### src/rtl/register_cdc_scheduler.sv
// rtl/register_cdc_scheduler.sv - round-robin scheduler sharing one 4-phase req/ack CDC channel among N_CH registers
module register_cdc_scheduler #(
    parameter int N_CH    = 4,
    parameter int WIDTH   = 32,
    parameter int IDX_W   = 2,
    parameter int REFRESH = 1024
) (
    input  logic                    clk,
    input  logic                    resetn,
    input  logic [N_CH*WIDTH-1:0]   reg_in,
    output logic                    xfer_req,
    output logic [IDX_W+WIDTH-1:0]  xfer_data,
    input  logic                    xfer_ack,
    output logic [N_CH-1:0]         pending,
    output logic                    busy
);
    localparam int RW = (REFRESH > 1) ? $clog2(REFRESH) : 1;
    localparam logic [RW-1:0] CNT_LAST = (REFRESH > 0) ? RW'(REFRESH - 1) : '0;

    typedef enum logic [1:0] {S_IDLE, S_REQ, S_RELEASE} state_t;

    state_t                   state_q, state_d;
    logic [IDX_W-1:0]         rr_ptr_q, rr_ptr_d;
    logic [N_CH-1:0]          pend_q, pend_d;
    logic [N_CH*WIDTH-1:0]    shadow_q, shadow_d;
    logic                     req_q, req_d;
    logic [IDX_W+WIDTH-1:0]   data_q, data_d;
    logic [RW-1:0]            cnt_q, cnt_d;

    logic [IDX_W-1:0]         grant;
    logic [IDX_W-1:0]         cand;
    logic                     found;
    logic                     wrap;

    // Round-robin search starting at rr_ptr over registered pending flags only.
    always_comb begin
        grant = '0;
        cand  = '0;
        found = 1'b0;
        for (int k = 0; k < N_CH; k++) begin
            cand = IDX_W'((int'(rr_ptr_q) + k) % N_CH);
            if (!found && pend_q[cand]) begin
                found = 1'b1;
                grant = cand;
            end
        end
    end

    assign wrap = (REFRESH != 0) && (cnt_q == CNT_LAST);

    always_comb begin
        state_d  = state_q;
        rr_ptr_d = rr_ptr_q;
        pend_d   = pend_q;
        shadow_d = shadow_q;
        req_d    = req_q;
        data_d   = data_q;
        cnt_d    = (REFRESH == 0 || wrap) ? '0 : cnt_q + 1'b1;

        for (int i = 0; i < N_CH; i++) begin
            if (reg_in[i*WIDTH +: WIDTH] != shadow_q[i*WIDTH +: WIDTH]) begin
                pend_d[i] = 1'b1;
            end
        end

        case (state_q)
            S_IDLE: begin
                if (found && !xfer_ack) begin
                    data_d   = {grant, reg_in[int'(grant)*WIDTH +: WIDTH]};
                    shadow_d[int'(grant)*WIDTH +: WIDTH] = reg_in[int'(grant)*WIDTH +: WIDTH];
                    pend_d[grant] = 1'b0;
                    rr_ptr_d = IDX_W'((int'(grant) + 1) % N_CH);
                    req_d    = 1'b1;
                    state_d  = S_REQ;
                end
            end
            S_REQ: begin
                if (xfer_ack) begin
                    req_d   = 1'b0;
                    state_d = S_RELEASE;
                end
            end
            S_RELEASE: begin
                if (!xfer_ack) begin
                    state_d = S_IDLE;
                end
            end
            default: begin
                req_d   = 1'b0;
                state_d = S_IDLE;
            end
        endcase

        // Refresh outranks the capture clear so a just-sent channel is queued again.
        if (wrap) begin
            pend_d = '1;
        end
    end

    always_ff @(posedge clk) begin
        if (!resetn) begin
            state_q  <= S_IDLE;
            rr_ptr_q <= '0;
            pend_q   <= '1;
            shadow_q <= '0;
            req_q    <= 1'b0;
            data_q   <= '0;
            cnt_q    <= '0;
        end else begin
            state_q  <= state_d;
            rr_ptr_q <= rr_ptr_d;
            pend_q   <= pend_d;
            shadow_q <= shadow_d;
            req_q    <= req_d;
            data_q   <= data_d;
            cnt_q    <= cnt_d;
        end
    end

    assign xfer_req  = req_q;
    assign xfer_data = data_q;
    assign pending   = pend_q;
    assign busy      = (state_q != S_IDLE);
endmodule

### config.mk
export PLATFORM = sky130hd
export DESIGN_NAME = register_cdc_scheduler
export DESIGN_NICKNAME = d
export VERILOG_FILES = /design/src/rtl/register_cdc_scheduler.sv
export SDC_FILE = /design/constraint.sdc
export NUM_CORES = 1
export LEC_CHECK = 0
export ABC_AREA = 0
export CAP_MARGIN = 20
export CELL_PAD_IN_SITES_DETAIL_PLACEMENT = 0
export CELL_PAD_IN_SITES_GLOBAL_PLACEMENT = 1
export CORE_ASPECT_RATIO = 1.4
export CORE_MARGIN = 2
export CORE_UTILIZATION = 49
export CTS_BUF_LIST = sky130_fd_sc_hd__clkbuf_16
export DETAILED_ROUTE_END_ITERATION = 10
export DONT_BUFFER_PORTS = 1
export GPL_ROUTABILITY_DRIVEN = 0
export GPL_TIMING_DRIVEN = 0
export PLACE_DENSITY = 0.81
export SLEW_MARGIN = 20
export SYNTH_ARGS = -nofsm -noshare
export SYNTH_HDL_FRONTEND = slang
export SYNTH_SLANG_ARGS = --single-unit
### constraint.sdc
create_clock -name clk -period 3 [get_ports clk]
set_input_delay 0.3 -clock clk [delete_from_list [all_inputs] [get_ports clk]]
set_output_delay 0.3 -clock clk [all_outputs]
set_load 0.01 [all_outputs]
==> results.cfg <==
[cells_and_area]
stdcell_count = 1282
seqCellArea_mm2 = 0.00363
syn_to_final_growth_pct = 11.2
drive_gt1_share_pct = 15.0
insertedDiodeCount = 0
multi_input_area_mm2 = 0.00561
stdcell_area_mm2 = 0.0107
nFillCells = 1790
mostFrequentLayoutCells = dfxtp_1, a22o_1, nor4_1
final_common_cell = dfxtp_1
nNetsFinal = 1158

[route]
drc = 0
postRouteAntennaNets = 0
totalWireLength_um = 36100
viasPerCell = 6.61
drt_pass1_iterations = 6
drt_iter0_markers = 896
vias = 8473
drt-wirelength-per-cell_um = 28.2

[setup_path]
worstPathArrival_ns = 3.34
r2r_cells = 12
endpoint = shadow_q[73]$_SDFFE_PN0P_
worstSetupPathType = reg2reg
crit_fanout = 12
cp-end-kind = flop
required_ns = 3.39
reg2reg_setup_slack_ns = 0.05
start_kind = flop
rr_startpoint = pending[2]$_SDFF_PP1_
reg2reg_to = shadow_q[73]$_SDFFE_PN0P_
startpoint = pending[2]$_SDFF_PP1_

[grt]
grt_overflow = 0
grt_pass1_wl_um = 52400
grt_use_total_pct = 34.4
grt_max_degree = 17
grt_pass1_vias = 8451
antenna_found_initial = 0

[synthesis]
synth_ff_type = dfxtp_1
synthesis.area_mm2 = 0.00961
synth_cells = 993
async_flop_share_pct = 0
synth_nets = 1130
ys_ff_latch = 181
yosys_warnings = 0
ys_types = 44
ys_seq_area_share_pct = 37.7
avgSynthCellArea_um2 = 9.68
synth-edff-count = 0

[worst_hold_path]
hold_path.class = in2reg

[floorplanning]
pin_count = 171
coreArea_mm2 = 0.0192
dieArea_mm2 = 0.0208
start_util_pct = 50.0
rows = 60
die_h_um = 170
fp.dieW_um = 122

[timing]
slew_headroom_pct = 51.0
period_needed_ns = 2.95
drv_slew = 0
fin_crit_sh_pct = 98.3
tightest_slew_ns = 0.728
setup_violations = 0
finalClockSkew_ns = 0.00825
rsz0062_at_grt = false
hold_violations = 0
worst_slack_ns = 0.0514
max_freq_mhz = 339
whs_ns = 0.159

[flow_run]
max-cap-violations = 0

[clock_tree]
clk_pin_slew_ns = 0.07
cts-htree-levels = 4
cts_buffers = 17
cts_tree = built
cts_max_path_buffers = 2
clock-root-buffer = clkbuf_16
clkLatencyLatePin_ns = 0.44
cts.sinks = 181

[place]
dpl-instance-area_mm2 = 0.00992
numPlacedInstances = 1241
dpl.hpwl_um = 27900
portBuffers = 0
post-place-ws_ns = -0.809

[power]
p_per_area_mw_per_mm2 = 606
power.leakage_nw = 3.95
total_power_w = 0.00648
peakVddDrop_mv = 0.447

[outcome]
status = completed
metrics by stage:
step | util, % | setup TNS, ns
floorplan | - | 0
global placement | 51.6 | -86.04
detailed placement | 51.6 | -85.65
CTS | 55.2 | 0
global route | 55.6 | 0
finish | 55.6 | 0
critical path, stage by stage (launching register included):
cell and delay [ns]:
dfxtp_4 0.40, nor2b_1 0.14, buf_2 0.18, a211o_4 0.40, nand2_2 0.13, clkinv_4 0.11
buf_4 0.22, ha_4 0.32, nand2_1 0.10, nor4_4 0.36, buf_4 0.20, buf_4 0.19
a22o_1 0.15
registers in the layout, summed over array words and instances, names as in the netlist:
signal     flops
xfer_req       1
shadow_q     128
pending        4
state_q        2
rr_ptr_q       2
xfer_data     34
cnt_q         10
where the power goes:
part / internal, W / leakage (nW) / switching, W
sequential: 0.00252 / 1.47 / 0.000120
clock: 0.00115 / 0.266 / 0.00105
combinational: 0.000575 / 2.22 / 0.00107
total: 0.00424 / 3.95 / 0.00224
routing by layer:
layer,global-route usage [%],vias to the layer above,wire [µm]
li1,-,3824,-
met1,40.2,4051,13600
met2,53.8,471,16500
met3,9.54,127,3170
met4,23.9,0,2890
met5,0,-,0
logic make-up (layout without fill, tap and decap cells):
group / after synthesis / in the layout / share of synthesized area, %
and+or+nand+nor: 295 / 295 / 17.5
AOI/OAI and AO/OA: 274 / 274 / 26.6
DFF: 181 / 181 / 37.7
xor gates and xnor gates: 136 / 136 / 12.4
buffers and inverters: 98 / 139 / 4.65
adders and majority gates: 6 / 6 / 0.781
muxes: 3 / 3 / 0.312
area by class of cell:
class | instances | area share [%]
Buffer | 96 | 4.53
Sequential cell | 181 | 34.0
Tap cell | 248 | 2.90
Clock buffer | 17 | 3.98
Inverter | 2 | 0.152
Clock inverter | 15 | 1.23
Multi-Input combinational cell | 714 | 52.5
Timing Repair Buffer | 9 | 0.679
worst min path at each step:
stage,start,endpoint,slack (ns),cells after the start
finish,xfer_ack,xfer_req$_SDFFE_PN0P_,0.16,3
detailed placement,xfer_ack,state_q[0]$_SDFFE_PN0P_,0.39,1
global placement,xfer_ack,state_q[0]$_SDFFE_PN0P_,0.38,1
floorplan,xfer_ack,state_q[0]$_SDFFE_PN0P_,0.38,1
global route,xfer_ack,xfer_req$_SDFFE_PN0P_,0.16,3
CTS,xfer_ack,state_q[1]$_SDFFE_PN0P_,0.006,1
timing repair:
item,in CTS,in global routing
buffers inserted,5,2
pin swaps,2,2
gates resized for setup,29,17
hold buffers,1,1
endpoints found under the hold margin,1,1
endpoints found under the setup margin,129,126
cell usage after synthesis (all sizes together) (6+ instances only):
cell type / number / area share, %
dfxtp: 181 / 38
a22o: 160 / 15
nor4: 87 / 6.0
nand3: 74 / 3.9
xor2: 73 / 6.7
clkbuf: 66 / 2.6
xnor2: 63 / 5.7
nand2: 39 / 1.5
nand2b: 33 / 2.1
a211oi: 32 / 2.5
a21bo: 32 / 3.3
a32oi: 32 / 5.0
buf: 30 / 2.0
nand4: 17 / 1.1
and2: 10 / 0.68
nor2: 9 / 0.35
nor2b: 9 / 0.59
ha: 6 / 0.78
(Power assumes the default switching activity.)
